**config.mk**
```make
export PLATFORM = sky130hd
export DESIGN_NAME = multi_byte_add_seq
export DESIGN_NICKNAME = d
export VERILOG_FILES = /design/src/rtl/multi_byte_add_seq.sv
export SDC_FILE = /design/constraint.sdc
export NUM_CORES = 1
export LEC_CHECK = 0
export ABC_AREA = 1
export BUFFER_PORTS_ARGS = -buffer_cell sky130_fd_sc_hd__buf_2
export CAP_MARGIN = 20
export CORE_ASPECT_RATIO = 0.7
export CORE_MARGIN = 4
export CORE_UTILIZATION = 42
export DETAILED_ROUTE_END_ITERATION = 6
export PLACE_DENSITY_LB_ADDON = 0.15
export SLEW_MARGIN = 10
export SYNTH_ARGS = -nofsm -noshare
export SYNTH_HDL_FRONTEND = slang
export SYNTH_SLANG_ARGS = --single-unit
```
**constraint.sdc**
```tcl
create_clock -name clk -period 1.8 [get_ports clk]
set_input_delay 0 -clock clk [delete_from_list [all_inputs] [get_ports clk]]
set_output_delay 0 -clock clk [all_outputs]
set_load 0.02 [all_outputs]
```
**src/rtl/multi_byte_add_seq.sv**
```systemverilog
// Byte-serial add/subtract sequencer wrapped around one external 8-bit full adder.
// Operands are latched on start and fed LSB first; sum bytes and the carry chain are registered.
module multi_byte_add_seq #(
  parameter int NBYTES = 4
) (
  input  logic                clk,
  input  logic                rst_n,
  input  logic                start,
  input  logic                sub,
  input  logic                cin,
  input  logic [8*NBYTES-1:0] op_a,
  input  logic [8*NBYTES-1:0] op_b,
  output logic [7:0]          fa_a,
  output logic [7:0]          fa_b,
  output logic                fa_cin,
  input  logic [7:0]          fa_sum,
  input  logic                fa_co,
  output logic                busy,
  output logic                done,
  output logic [8*NBYTES-1:0] result,
  output logic                cout,
  output logic                ovf
);

  localparam int W     = 8 * NBYTES;
  localparam int IDX_W = (NBYTES > 1) ? $clog2(NBYTES) : 1;
  localparam logic [IDX_W-1:0] LAST_IDX = IDX_W'(NBYTES - 1);

  typedef enum logic [1:0] {
    ST_IDLE = 2'd0,
    ST_RUN  = 2'd1,
    ST_DONE = 2'd2
  } state_t;

  state_t           state_r;
  logic [IDX_W-1:0] idx_r;
  logic [W-1:0]     a_r;
  logic [W-1:0]     b_r;
  logic             carry_r;
  logic [W-1:0]     result_r;
  logic             cout_r;
  logic             ovf_r;
  logic             busy_r;
  logic             done_r;

  logic [7:0]       fa_a_s;
  logic [7:0]       fa_b_s;
  logic             fa_cin_s;
  logic             last_s;
  logic             ovf_s;

  assign last_s = (idx_r == LAST_IDX);
  // Both latched MSBs agree but the top sum bit differs: signed overflow (B already inverted for sub).
  assign ovf_s  = (a_r[W-1] == b_r[W-1]) && (fa_sum[7] != a_r[W-1]);

  // Adder drive: current operand byte pair and chained carry while running, quiet otherwise.
  always_comb begin
    fa_a_s   = 8'h00;
    fa_b_s   = 8'h00;
    fa_cin_s = 1'b0;
    if (state_r == ST_RUN) begin
      fa_a_s   = a_r[8*idx_r +: 8];
      fa_b_s   = b_r[8*idx_r +: 8];
      fa_cin_s = carry_r;
    end else begin
      fa_a_s   = 8'h00;
      fa_b_s   = 8'h00;
      fa_cin_s = 1'b0;
    end
  end

  // Sequencer FSM: operand capture, per-byte result/carry update and handshake flags.
  always_ff @(posedge clk or negedge rst_n) begin
    if (!rst_n) begin
      state_r  <= ST_IDLE;
      idx_r    <= '0;
      a_r      <= '0;
      b_r      <= '0;
      carry_r  <= 1'b0;
      result_r <= '0;
      cout_r   <= 1'b0;
      ovf_r    <= 1'b0;
      busy_r   <= 1'b0;
      done_r   <= 1'b0;
    end else begin
      case (state_r)
        ST_IDLE, ST_DONE: begin
          done_r <= 1'b0;
          if (start) begin
            state_r <= ST_RUN;
            busy_r  <= 1'b1;
            idx_r   <= '0;
            a_r     <= op_a;
            b_r     <= sub ? ~op_b : op_b;
            carry_r <= sub ? 1'b1 : cin;
          end else begin
            state_r <= ST_IDLE;
            busy_r  <= 1'b0;
          end
        end
        ST_RUN: begin
          result_r[8*idx_r +: 8] <= fa_sum;
          carry_r                <= fa_co;
          idx_r                  <= idx_r + IDX_W'(1);
          if (last_s) begin
            cout_r  <= fa_co;
            ovf_r   <= ovf_s;
            state_r <= ST_DONE;
            busy_r  <= 1'b0;
            done_r  <= 1'b1;
          end else begin
            state_r <= ST_RUN;
            busy_r  <= 1'b1;
            done_r  <= 1'b0;
          end
        end
        default: begin
          state_r <= ST_IDLE;
          idx_r   <= '0;
          carry_r <= 1'b0;
          busy_r  <= 1'b0;
          done_r  <= 1'b0;
        end
      endcase
    end
  end

  assign fa_a   = fa_a_s;
  assign fa_b   = fa_b_s;
  assign fa_cin = fa_cin_s;
  assign busy   = busy_r;
  assign done   = done_r;
  assign result = result_r;
  assign cout   = cout_r;
  assign ovf    = ovf_r;

endmodule

```
# Word level (Yosys, flattened, before mapping)

Index checks and enable logic that the tools add are counted.

$add $sub $neg: 2
Eq/ne operators: 6
Shift operators: 4
Multiplexer cells: 18
Bitwise operators: 1
Reduce and logical (&&, ||, !) cells: 5

Operators by type and width:

| kind                      | count |
|---|---|
| $shiftx A32 B6 Y8         | 2 |
| $neg A5 Y34               | 1 |
| $shift A8 B34 Y32 const A | 1 |
| $shiftx A8 B34 Y32        | 1 |
| $bwmux W32                | 1 |
| $mux W32                  | 1 |
| $not A32 Y32              | 1 |
| $mux W8                   | 2 |
| $mux W1                   | 8 |
| $pmux W2 S2               | 2 |
| $eq A2 B2 Y1 const B      | 2 |
| $mux W2                   | 2 |
| $pmux W1 S2               | 2 |
| $reduce_and A2 Y1         | 2 |
| $add A2 B1 Y2 const B     | 1 |
| $eq A2 B1 Y1 const B      | 1 |
| $logic_not A2 Y1          | 1 |
| $ne A2 B2 Y1 const B      | 1 |
| $reduce_or A2 Y1          | 1 |
| $eq A1 B1 Y1              | 1 |
| $logic_and A1 B1 Y1       | 1 |
| $ne A1 B1 Y1              | 1 |

Register bits: 105
Input bits: 78
Logic and storage cells: 46

# Depth between registers and ports, before layout

Word-level depth: 3
Gate-level depth with buffers: 9

# Worst setup path after synthesis

Ideal clock, no wire load.

Kind: register to register
From: reg idx_r[1]
To: reg result_r[1], in the netlist result[1]
Library setup time: 0.083 ns
Arrival time: 1.767 ns
Data required time: 1.717 ns
Slack: -0.049 ns
Cell stages (with the launch flop): 8
Period minus slack after synthesis: 1.849 ns
Path through: dfrtp_1 -> buf_4 -> clkinv_1 -> buf_2 -> ha_1 -> nor2_1 -> nand3_1 -> o21ai_0

Cells in the longest elaborated chain, start to end: 3

RTL lines:

| item                                                    | RTL line | RTL |
|---|---|---|
| from (decl)                                             | 36       | `logic [IDX_W-1:0] idx_r;` |
| from (signal assigned)                                  | 104      | `idx_r <= idx_r + IDX_W'(1);` |
| $neg A5 Y34 (*)                                         | 102      | `result_r[8*idx_r +: 8] <= fa_sum;` |
| $shiftx A8 B34 Y32 or $shift A8 B34 Y32 (tied branches) | 102      |  |
| $bwmux W32 (*)                                          | 102      |  |
| to (signal, indexed assignment)                         | 102      |  |
| to (decl)                                               | 40       | `logic [W-1:0] result_r;` |

Mark *: on every way between the ends. The rest lies on a longest branch, timed or not.
A chain may end at the register's enable or synchronous reset.

# Final worst setup path

From: reg idx_r[1]
To: out fa_a[2]

Cells in the longest elaborated chain, start to end: 2

RTL lines:

| item              | RTL line | RTL |
|---|---|---|
| $shiftx A32 B6 Y8 | 62       | `fa_a_s = a_r[8*idx_r +: 8];` |
| $mux W8           | 61       | `if (state_r == ST_RUN) begin` |
| to (decl)         | 13       | `output logic [7:0] fa_a,` |

Every way passes these cells.

==> key figures <==
Setup path
  – Kind of critical path: flip-flop to output port
  – Max Fanout on Critical Path: 18
  – CP Data Arrival Time: 1650 ps
  – RR Endpoint: result[4]
  – Required time of the critical path: 1800 ps
  – Crit start category: flip-flop
  – Worst Setup End Kind: output port
  – Register-to-register setup slack: 210 ps
  – Path depth of the worst reg2reg path: 6
  – Reg2Reg Launch Point: idx_r[0]

Yosys
  – Yosys warns: 0
  – Compound-Gate Fraction of Synth Area: 9.68%
  – Post-synth EDFFs: 0
  – Count of cell types in the netlist: 25
  – Mapped cell area: 5170 µm²
  – Main synth FF type: dfrtp_1
  – Synthesized instance count: 643
  – Post-Synth XOR/XNOR Area: 5.42%
  – Synth Register Bits: 103
  – Mux share of post-synthesis cell area: 0%
  – Syn_nets: 727
  – Mean area per synthesized cell: 8.04 µm²
  – Post-synthesis sequential area ratio: 49.9%
  – Largest family of logic cells by synthesized area: simple AND/OR/NAND/NOR gates
  – Synth Area in Adders: 1.45%
  – Post-synthesis simple-gate area fraction: 23.7%
  – Fraction of registers with async set/reset: 100%

Floorplan
  – Core ar.: 11900 µm²
  – Die W: 141 µm
  – Number of core rows: 33
  – Die ar.: 14200 µm²
  – Initial Util: 43.6%
  – Top-Level Pins: 131
  – Die span in y: 101 µm

Power
  – Sequential power share: 34.3%
  – Switch Pwr: 5.05 mW
  – Pwr dens: 1630 nW/µm²
  – Switching share of power: 44.4%
  – Peak VDD IR: 0.734 mV
  – Clock power frac: 16.6%
  – Internal power: 6.33 mW
  – Logic gate share of total power: 49.2%
  – P_leak: 3.74 nW

Layout
  – Diodes inserted: 0
  – Fin nets: 921
  – Area grow syn2layout: 34.9%
  – Most frequent cells in the layout: nand2_1, buf_2, dfrtp_1
  – Most common cell after layout, fill and taps aside: nand2_1
  – Share of cells above drive strength 1: 20.8%
  – Filler cells: 1076
  – Fin util: 58.8%

STA
  – RSZ-0062 raised after global routing: false
  – Period Utilization, post-route: 91.6%
  – Sum Neg Setup Slack: 0 ps
  – Clock Skews: 4.81 ps
  – Fmax achieved: 0.607 GHz
  – Tmin final: 1650 ps
  – Hold Fails Final Rpt: 0
  – Final Max Tran Viols: 0
  – Pin slew with the least headroom to its limit: 462 ps
  – Slew headroom: 69.2%
  – Final setup fails: 0

Global routing
  – All-layer global routing usage: 19.9%
  – Initial antenna violation count: 0
  – Vias in the first global route: 4542
  – First-pass GRT wire length: 22600 µm
  – Largest net degree at the start of global routing: 95
  – Overflow after GRT: 0

Min path
  – Hold Crit Start: op_b[6]
  – Hold Path Class: input pin to flip-flop
  – Hold Path Depth: 3
  – End of the worst hold path: b_r[6]

Drt
  – Iter 0 DRT Violations: 262
  – First-pass iteration count of the detailed router: 5
  – Routed WL: 13700 µm
  – Final antenna-violating net count: 0
  – Via count: 4668
  – DR WL/cell: 13.8 µm
  – DRC viols: 0
  – Vias per std cell: 4.68

Run status
  – Outcome: completed

CTS
  – Clock transition at the registers of the reported paths: 70 ps
  – H-tree Lvls: 3
  – CTS tree: done
  – Worst-case clock buffer depth: 2
  – Clock Latency Late Sink: 340 ps
  – Num CTS Buffers: 9
  – Clock root cell: clkbuf_16
  – # clock sinks: 103

Place
  – Count of buffers from port buffering: 130
  – Dpl hpwl: 9380 µm
  – RD Place Congestion: 0.867

Run
  – # Max-Cap Violations: 0
==> cells by family (layout without fill, tap and decap cells) <==
group	count (synthesis)	after routing
XOR/XNOR	32	32
adder cells (fa/ha/maj)	6	6
AO/OA/AOI/OAI	93	93
AND/OR/NAND/NOR	295	295
buffers and inverters	114	312
flip-flops	103	103
==> worst max-delay path: stages (launching register included) <==
cell	delay, ps
dfrtp_1	430
clkinv_1	90
buf_4	240
nand3_1	140
a21oi_1	190
buf_2	200
==> sequential cells by signal (all words and copies together) (netlist names) <==
signal and count:
a_r 32, b_r 32, carry_r 1, cout 1
done 1, idx_r 2, ovf 1, result 32
state_r 1
==> how the worst max path moves through the flow <==
| stage | startpoint | end | depth (start not counted) |
|---|---|---|---|
| 6_report | idx_r[1] | fa_a[2] | 5 |
| 5_1_grt | state_r[0] | fa_b[3] | 5 |
| 4_1_cts | idx_r[0] | fa_a[2] | 6 |
| 3_5_place_dp | idx_r[0] | result[4] | 6 |
| 3_3_place_gp | idx_r[0] | result[4] | 6 |
| 2_1_floorplan | idx_r[1] | result[1] | 7 |
==> metrics by stage <==
stage          instances  hold slack (ps)  worst slack (ps)  power, mW  cell area [µm²]
4_1_cts              998             7.60              13.5       11.5             6960
2_1_floorplan        643             -296              33.6       7.79             5170
5_1_grt              998             18.5              32.0       12.4             6970
3_3_place_gp         909            -18.2               284       9.31             5940
6_report             998             14.4               152       11.4             6970
3_5_place_dp         909            -19.5               232       9.42             5940
==> power groups by stage <==
stage                     Clock, mW  Combinational, mW  Sequential (mW)
after floorplan                   0               3.50             4.29
after global placement            0               5.39             3.92
after detailed placement          0               5.48             3.94
after CTS                      1.93               5.61             3.91
after global routing           2.03               6.29             4.05
final                          1.88               5.60             3.90
==> layer usage <==
layer	track usage [%]	up-vias	share of wire, %
met5	0	-	0
met4	4.69	0	0.69
met3	4.41	9	6.1
met2	31.6	150	46
met1	28.2	2145	47
li1	-	2364	-
==> cell type report <==
| type | count | area (µm²) | area share [%] |
|---|---|---|---|
| tap | 157 | 196 | 2.82 |
| sequential | 103 | 2580 | 37.0 |
| multi-input combinational | 426 | 2090 | 29.9 |
| clock inverter | 4 | 47.5 | 0.682 |
| timing repair buffer | 214 | 1510 | 21.7 |
| clock buffer | 11 | 233 | 3.34 |
| inverter | 83 | 317 | 4.54 |
==> Yosys cell counts, types with 4 or more instances <==
master | n | area share [%]
nand3_1 | 42 | 4.1
inv_1 | 78 | 5.7
buf_2 | 14 | 1.4
o21ai_0 | 39 | 3.8
dfrtp_1 | 103 | 50
a21oi_2 | 9 | 1.5
nor2_1 | 44 | 3.2
a21oi_1 | 39 | 3.8
buf_6 | 4 | 0.87
nand2_1 | 201 | 15
clkbuf_1 | 6 | 0.44
o21ai_1 | 5 | 0.48
ha_1 | 6 | 1.5
buf_4 | 6 | 0.87
xnor2_1 | 32 | 5.4
==> repair_timing <==
| item | CTS | global route |
|---|---|---|
| hold endpoints to repair | 127 | 0 |
| resized for setup | 0 | 4 |
| hold buffers | 74 | 0 |
| buffers inserted | 0 | 0 |
| setup endpoints to repair | 0 | 17 |
Power figures use the tool's default switching activity.
